## config.mk

```make
export PLATFORM = sky130hd
export DESIGN_NAME = brick_map_ctrl_flat
export DESIGN_NICKNAME = d
export VERILOG_FILES = /design/src/rtl/brick_map_if.sv /design/src/rtl/brick_map_ctrl.sv /design/src/flat_wrapper.sv
export SDC_FILE = /design/constraint.sdc
export NUM_CORES = 1
export LEC_CHECK = 0
export ABC_AREA = 1
export CORE_MARGIN = 2
export CORE_UTILIZATION = 55
export DETAILED_ROUTE_END_ITERATION = 8
export PLACE_DENSITY = 0.75
export SKIP_CTS_REPAIR_TIMING = 1
export SLEW_MARGIN = 30
export SYNTH_ARGS = -nofsm -noshare
export SYNTH_HDL_FRONTEND = slang
export SYNTH_SLANG_ARGS = --single-unit
```

## constraint.sdc

```tcl
create_clock -name clk -period 11.1 [get_ports clk]
set_input_delay 2.22 -clock clk [delete_from_list [all_inputs] [get_ports clk]]
set_output_delay 2.22 -clock clk [all_outputs]
set_load 0.005 [all_outputs]
```

## src/rtl/brick_map_if.sv

```systemverilog
// Ball-collision hit handshake between the game engine and the brick map.
interface brick_map_if;
  logic       hit_valid;
  logic [2:0] hit_row;
  logic [2:0] hit_col;
  logic       hit_ready;
  logic       hit_ack;
  logic       hit_was_brick;

  modport master (
    output hit_valid, hit_row, hit_col,
    input  hit_ready, hit_ack, hit_was_brick
  );

  modport slave (
    input  hit_valid, hit_row, hit_col,
    output hit_ready, hit_ack, hit_was_brick
  );
endinterface

```

## src/rtl/brick_map_ctrl.sv

```systemverilog
// Brick map controller: 8x8 brick storage, level load, hit clearing and win detection.
module brick_map_ctrl (
  input  logic        clk,
  input  logic        rst,
  input  logic        level_start,
  input  logic [7:0]  pattern,
  brick_map_if.slave  hit,
  input  logic [2:0]  rd_row,
  output logic [7:0]  bricks,
  output logic [6:0]  brick_count,
  output logic        busy,
  output logic        level_clear
);

  localparam int unsigned ROWS  = 8;
  localparam int unsigned COLS  = 8;
  localparam int unsigned CNT_W = 7;
  localparam int unsigned IDX_W = 3;

  typedef enum logic [2:0] {IDLE, LOAD, PLAY, CLEAR, WIN} state_e;

  state_e             state_q, state_d;
  logic [COLS-1:0]    mem_q [ROWS];
  logic [COLS-1:0]    mem_d [ROWS];
  logic [IDX_W-1:0]   row_cnt_q, row_cnt_d;
  logic [CNT_W-1:0]   count_q, count_d;
  logic [IDX_W-1:0]   hit_row_q, hit_row_d;
  logic [IDX_W-1:0]   hit_col_q, hit_col_d;
  logic               ack_q, ack_d;
  logic               was_q, was_d;
  logic [COLS-1:0]    bricks_q, bricks_d;
  logic               busy_q, busy_d;
  logic               clear_q, clear_d;

  // Hit acceptance is combinational so a new level start blocks it in the same cycle.
  assign hit.hit_ready     = (state_q == PLAY) && !level_start;
  assign hit.hit_ack       = ack_q;
  assign hit.hit_was_brick = was_q;
  assign bricks            = bricks_q;
  assign brick_count       = count_q;
  assign busy              = busy_q;
  assign level_clear       = clear_q;

  // State and datapath registers with synchronous reset.
  always_ff @(posedge clk) begin
    if (rst) begin
      state_q   <= IDLE;
      mem_q     <= '{default: '0};
      row_cnt_q <= '0;
      count_q   <= '0;
      hit_row_q <= '0;
      hit_col_q <= '0;
      ack_q     <= 1'b0;
      was_q     <= 1'b0;
      bricks_q  <= '0;
      busy_q    <= 1'b0;
      clear_q   <= 1'b0;
    end else begin
      state_q   <= state_d;
      mem_q     <= mem_d;
      row_cnt_q <= row_cnt_d;
      count_q   <= count_d;
      hit_row_q <= hit_row_d;
      hit_col_q <= hit_col_d;
      ack_q     <= ack_d;
      was_q     <= was_d;
      bricks_q  <= bricks_d;
      busy_q    <= busy_d;
      clear_q   <= clear_d;
    end
  end

  // Next-state and output decode; level_start overrides everything else.
  always_comb begin
    state_d   = state_q;
    mem_d     = mem_q;
    row_cnt_d = row_cnt_q;
    count_d   = count_q;
    hit_row_d = hit_row_q;
    hit_col_d = hit_col_q;
    ack_d     = 1'b0;
    was_d     = was_q;
    bricks_d  = mem_q[rd_row];

    if (level_start) begin
      state_d   = LOAD;
      row_cnt_d = '0;
      count_d   = '0;
    end else begin
      unique case (state_q)
        IDLE: ;
        LOAD: begin
          mem_d[row_cnt_q] = pattern;
          count_d          = count_q + CNT_W'($countones(pattern));
          row_cnt_d        = row_cnt_q + IDX_W'(1);
          if (row_cnt_q == IDX_W'(ROWS - 1)) begin
            state_d = (count_d == '0) ? WIN : PLAY;
          end
        end
        PLAY: begin
          if (hit.hit_valid) begin
            hit_row_d = hit.hit_row;
            hit_col_d = hit.hit_col;
            state_d   = CLEAR;
          end
        end
        CLEAR: begin
          ack_d = 1'b1;
          was_d = mem_q[hit_row_q][hit_col_q];
          if (mem_q[hit_row_q][hit_col_q]) begin
            mem_d[hit_row_q][hit_col_q] = 1'b0;
            count_d = count_q - CNT_W'(1);
          end
          state_d = (count_d == '0) ? WIN : PLAY;
        end
        WIN: ;
        default: state_d = IDLE;
      endcase
    end

    busy_d  = (state_d == LOAD);
    clear_d = (state_d == WIN);
  end

endmodule

```

## src/flat_wrapper.sv

```systemverilog
// flat-port wrapper written by rule: the top's interface ports become plain ports
module brick_map_ctrl_flat 
  (clk, rst, level_start, pattern, rd_row, bricks, brick_count, busy, level_clear, hit_hit_valid, hit_hit_row, hit_hit_col, hit_hit_ready, hit_hit_ack, hit_hit_was_brick);
  brick_map_if hit_i ();
  input  logic clk;
  input  logic rst;
  input  logic level_start;
  input  logic [7:0] pattern;
  input  logic [2:0] rd_row;
  output logic [7:0] bricks;
  output logic [6:0] brick_count;
  output logic busy;
  output logic level_clear;
  input wire logic [$bits(hit_i.hit_valid)-1:0] hit_hit_valid;
  input wire logic [$bits(hit_i.hit_row)-1:0] hit_hit_row;
  input wire logic [$bits(hit_i.hit_col)-1:0] hit_hit_col;
  output wire logic [$bits(hit_i.hit_ready)-1:0] hit_hit_ready;
  output wire logic [$bits(hit_i.hit_ack)-1:0] hit_hit_ack;
  output wire logic [$bits(hit_i.hit_was_brick)-1:0] hit_hit_was_brick;
  assign hit_i.hit_valid = hit_hit_valid;
  assign hit_i.hit_row = hit_hit_row;
  assign hit_i.hit_col = hit_hit_col;
  assign hit_hit_ready = hit_i.hit_ready;
  assign hit_hit_ack = hit_i.hit_ack;
  assign hit_hit_was_brick = hit_i.hit_was_brick;
  brick_map_ctrl u_core (.clk(clk), .rst(rst), .level_start(level_start), .pattern(pattern), .hit(hit_i), .rd_row(rd_row), .bricks(bricks), .brick_count(brick_count), .busy(busy), .level_clear(level_clear));
endmodule
```

Word-level counts from Yosys, hierarchy flattened
Cells that the tools add are included.

storage, ports and cells
  output and inout bits = 20
  bits of input ports = 21
  register bits = 95

cells by class
  multiplexer cells = 28
  $lt $le $gt $ge = 7
  reduce and logical (&&, ||, !) cells = 14
  equal/unequal tests = 8
  bitwise gates (word level) = 6
  add/subtract/negate cells = 10

operators by type and width
  operator                                                               count
  64-bit case mux with 2 select lines                                    1
  64-bit bitwise AND                                                     1
  64-bit bitwise mux                                                     1
  64-bit two-way mux                                                     1
  64-bit inverter                                                        1
  8-bit binary-select mux with 3-bit select                              2
  8-bit demux with 3-bit select                                          2
  8-bit two-way mux                                                      6
  7-bit adder                                                            4
  7-bit two-way mux                                                      3
  3-bit two-way mux                                                      5
  7-bit zero test                                                        2
  7-bit case mux with 2 select lines                                     1
  4-bit >= comparator (second input constant)                            3
  3-bit inverter with 4-bit output                                       3
  3-bit case mux with 4 select lines                                     1
  3-bit == test (second input constant)                                  3
  1-bit by 1-bit adder with 2-bit output                                 4
  4-bit by 1-bit < comparator with 1-bit output (second input constant)  2
  7-bit by 1-bit subtractor with 7-bit output (second input constant)    1
  3-bit by 1-bit == test with 1-bit output (second input constant)       2
  3-bit by 2-bit == test with 1-bit output (second input constant)       2
  3-bit AND reduction                                                    2
  1-bit logical AND                                                      4
  other kinds (13)                                                       16

Logic depth before layout (Yosys ltp)
  depth in word-level cells = 14
  gate-level depth with buffers = 20
  mapped depth without buffers = 20

Worst setup path after synthesis
OpenSTA, ideal clock, no wires.

  path kind = input-to-reg
  from = input port pattern[6]
  to = register u_core.clear_q, in the netlist u_core.level_clear
  setup time = 0.064 ns
  data required time = 11.036 ns
  path slack = 5.785 ns
  cell stages on the path = 18
  data arrival time = 5.252 ns
  cell sequence = ha_1 -> inv_1 -> fa_1 -> inv_1 -> fa_1 -> inv_1 -> fa_1 -> inv_1 -> fa_1 -> nor2_1 -> nand2_1 -> nor3_1 -> nand4_1 -> o21ai_0 -> inv_1 -> nand2_1 -> nand2_1 -> nor2_1

between the ends
  longest elaborated chain between the ends = 10

RTL lines
  item                                                          RTL line               text
  start, declared                                               flat_wrapper.sv:8      input logic [7:0] pattern;
  1-bit by 1-bit adder with 2-bit output (implied by the code)  brick_map_ctrl.sv:94   count_d = count_q + CNT_W'($countones(pattern));
  7-bit adder (implied by the code) (2 in a row)                brick_map_ctrl.sv:94
  7-bit adder                                                   brick_map_ctrl.sv:94
  7-bit zero test                                               brick_map_ctrl.sv:97   state_d = (count_d == '0) ? WIN : PLAY;
  3-bit two-way mux                                             brick_map_ctrl.sv:97
  3-bit two-way mux                                             brick_map_ctrl.sv:96   if (row_cnt_q == IDX_W'(ROWS - 1)) begin
  3-bit case mux with 4 select lines                            brick_map_ctrl.sv:90   unique case (state_q)
  3-bit two-way mux                                             brick_map_ctrl.sv:85   if (level_start) begin
  3-bit == test                                                 brick_map_ctrl.sv:122  clear_d = (state_d == WIN);
  end signal, assigned                                          brick_map_ctrl.sv:69   clear_q <= clear_d;
  end, declared                                                 brick_map_ctrl.sv:33   logic clear_q, clear_d;

Every way passes these cells.
A chain may end at the register's enable or synchronous reset.

Final worst setup path
  from = input port pattern[6]
  to = register u_core.state_q[2]

between the ends
  longest elaborated chain between the ends = 9

RTL lines
  item                                                          RTL line              text
  1-bit by 1-bit adder with 2-bit output (implied by the code)  brick_map_ctrl.sv:94
  7-bit adder (implied by the code) (2 in a row)                brick_map_ctrl.sv:94
  7-bit adder                                                   brick_map_ctrl.sv:94
  7-bit zero test                                               brick_map_ctrl.sv:97
  3-bit two-way mux                                             brick_map_ctrl.sv:97
  3-bit two-way mux                                             brick_map_ctrl.sv:96
  3-bit case mux with 4 select lines                            brick_map_ctrl.sv:90
  3-bit two-way mux                                             brick_map_ctrl.sv:85
  end signal, assigned                                          brick_map_ctrl.sv:59  state_q <= state_d;
  end, declared                                                 brick_map_ctrl.sv:22  state_e state_q, state_d;

Every way passes these cells.

==> out/results.md <==
• 0 — Setup Viol. Count Final
• 6864 — total number of vias
• 0 — initial antenna violation count
• 969 — Synthesized Nets
• 6.65 sq um — Syn Area/Cell
• sky130_fd_sc_hd__inv_1 — cell seen most often among critical-path stages
• 0 — GR Overflow Total
• 114 nW/um^2 — total power per unit cell area
• 14200 um — HPWL Detailed
• sky130_fd_sc_hd__clkbuf_8 — CTS Root Cell
• 9 — Num CTS Buffers
• 4.97 ns — pre-CTS worst setup slack
• 2 — critical path fanouts, max
• 0.53 ns — highest cell delay on the worst timing path
• 0.773 mW — Final Power
• 0 — count of maximum capacitance violations
• 12100 sq um — Total Die Area
• 5.37 ns — fin worst setup slack
• 3 — CTS HTree Levels
• 0.517 — final worst path period share
• input port — CP startpoint kind
• 978 — number of nets at the end of the flow
• 0.307 — Yosys top cell area share
• 0.09 ns — post-CTS clock slew at the launch and capture registers of the worst setup and hold paths
• 5.73 ns — shortest clock period the worst path allows after layout
• 95 — number of sinks driven by the clock tree
• 0.914 ns — measured slew at the worst slew-check pin
• 174 MHz — FMAX
• 41 — top-level I/O count
• sky130_fd_sc_hd__dfxtp_1 — main flop type after synthesis
• 32600 um — first-pass GRT wire length
• 0 — Final Slew Violations
• sky130_fd_sc_hd__dfxtp_1 31%, sky130_fd_sc_hd__o21ai_0 13%, sky130_fd_sc_hd__nand2_1 9.4% — ranking of synthesized cells by area
• 0.569 — Starting Density
• 11.44 ns — required time reported for the critical path endpoint
• 6.07 ns — data arrival time of the critical path
• 0.39 ns — Worst-Skew Late Latency
• 10900 sq um — floorplan core area
• 19.5 um — final routed wire length divided by cell count
• 38 — standard-cell rows
• register — CP Capture Type
• 0.390 — normalized max-slew margin
• 0 ns — Total Neg Setup Slack
• 9.36% — area growth from synthesis to layout
• 0.921 — RePlAce Congestion
• 0.00698 ns — post-route clock skew
• 0 — number of enable-type register cells in the synthesized netlist
• 0 — drt drc
• 0.000124 V — maximum resistive drop on vdd
• 0 — remaining antenna violation count after routing
• 1071 — number of violations reported at the end of detailed-routing iteration 0
• 2.69 nW — standby leakage power
• 110 um — die extent in x
• 2 — CTS max path bufs
• 80 — maximum number of pins on one net before global-route repair
• 0 — async set-or-reset flop fraction in the synthesized netlist
• 110 um — die height
• 0 — final hold violations
• 0.357 — total routing usage reported by global routing
• false — setup repair after global routing missed its margin
• 6.33 — via count normalized by instance count
• 6190 sq um — post-synthesis instance area
• 931 — cell count after synthesis
• sky130_fd_sc_hd__fa_1 — cell with the biggest individual delay on the critical path
• built — TritonCTS clock tree
• sky130_fd_sc_hd__o21ai_0 — top-count cell post-synth
• 6 — count of TritonRoute iterations in the first routing pass
• 6770 sq um — post-route cell area
• 31 — synth unique cells
• 6530 sq um — cell area reported after detailed placement
• 21200 um — Post-Route WL
• 0.307 — post-synthesis sequential area ratio
• 6242 — vias in the first global route
• in2reg — crit path kind
• 159 x sky130_fd_sc_hd__o21ai_0, 155 x sky130_fd_sc_hd__nand2_1, 122 x sky130_fd_sc_hd__inv_1 — most frequent cells after synthesis
• 95 — flop and latch count out of synthesis
• reg2reg — classification of the worst-slack hold path
• 40 — count of input and output buffers
• sky130_fd_sc_hd__dfxtp_1 — Yosys top cell by area
• 0 — Warnings, synthesis
• 0.0423 — share of cells above drive strength 1
• clkdlybuf4s50_1 -> ha_1 -> inv_1 -> fa_1 -> inv_1 -> fa_1 -> inv_1 -> fa_1 -> inv_1 -> fa_1 -> nor2_1 -> nand2_1 -> nor3_1 -> nand4_1 -> o21ai_0 -> inv_1 -> nand2_1 -> nand2_1 -> nor2_1 — cells along the critical path
• completed — result of the run
• 0 — Antenna Diode Count
[layer usage]
metal  GRT usage  part of all wire
met1       0.479              0.40
met4       0.148             0.039
met3       0.115              0.13
met2       0.527              0.43
met5           0                 0
[worst max-delay path, delay by kind of cell]
family,cells,cell delay [ns]
AOI/OAI and AO/OA,1,0.18
buffers and inverters,6,0.74
and+or+nand+nor,7,0.82
adders and majority gates,5,2.12
[report_power, final]
part / leakage (nW) / total [mW] / switching (mW) / internal [mW]
logic: 1.80 / 0.134 / 0.0853 / 0.0490
clock network: 0.122 / 0.285 / 0.130 / 0.155
registers: 0.769 / 0.353 / 0.00531 / 0.348
total: 2.69 / 0.773 / 0.221 / 0.552
[state kept, by name (all words and copies together) (netlist names)]
register                  cells
u_core.bricks                 8
u_core.brick_count            7
u_core.hit_row_q              3
u_core.hit.hit_was_brick      1
u_core.hit_col_q              3
u_core.row_cnt_q              3
u_core.level_clear            1
u_core.mem_q                 64
u_core.hit.hit_ack            1
u_core.state_q                3
u_core.busy                   1
[cell usage in the layout (no fill, tap or decap), drive strengths merged]
| cell | n |
|---|---|
| a211oi | 2 |
| a21oi | 112 |
| a22o | 1 |
| a31oi | 11 |
| buf | 4 |
| bufinv | 3 |
| clkbuf | 10 |
| clkdlybuf4s50 | 40 |
| clkinv | 4 |
| clkinvlp | 1 |
| dfxtp | 95 |
| fa | 6 |
| ha | 11 |
| inv | 123 |
| nand2 | 164 |
| nand3 | 58 |
| nand4 | 3 |
| nor2 | 23 |
| nor3 | 11 |
| o211ai | 4 |
| o21ai | 182 |
| o221ai | 1 |
| o22ai | 65 |
| or2 | 1 |
| xor2 | 10 |
[kinds of logic after synthesis]
kind of cell               share of synthesized area
AOI/OAI and AO/OA                              0.326
and+or+nand+nor                                0.191
buffers and inverters                          0.120
DFF                                            0.307
adders and majority gates                     0.0416
xor gates and xnor gates                      0.0141
[path summary, 6_finish.rpt]
kind	from	to	slack [ns]	depth (start not counted)
worst max register to register	u_core.state_q[0]	u_core.mem_q[1]	7.90	10
worst min register to register	u_core.mem_q[34]	u_core.mem_q[34]	0.49	2
worst max-delay path	pattern[6]	u_core.state_q[2]	5.37	19
worst min-delay path	u_core.mem_q[34]	u_core.mem_q[34]	0.49	2
[stage by stage]
stage          hold WS [ns]  instances   util
2_1_floorplan         0.450        931      -
3_3_place_gp          0.462       1069  0.599
3_5_place_dp          0.471       1069  0.599
4_1_cts               0.485       1085  0.622
5_1_grt               0.504       1085  0.622
6_report              0.487       1085  0.622
[layout make-up]
class                   count  area (sq um)
repair buffers             44           430
clock buffers              10           138
flip-flops and latches     95          1900
inverters                 125           469
fillers                  1049          4120
well taps                 140           175
clock inverters             6           108
multi-input cells         665          3550
Power figures use the tool's default switching activity.
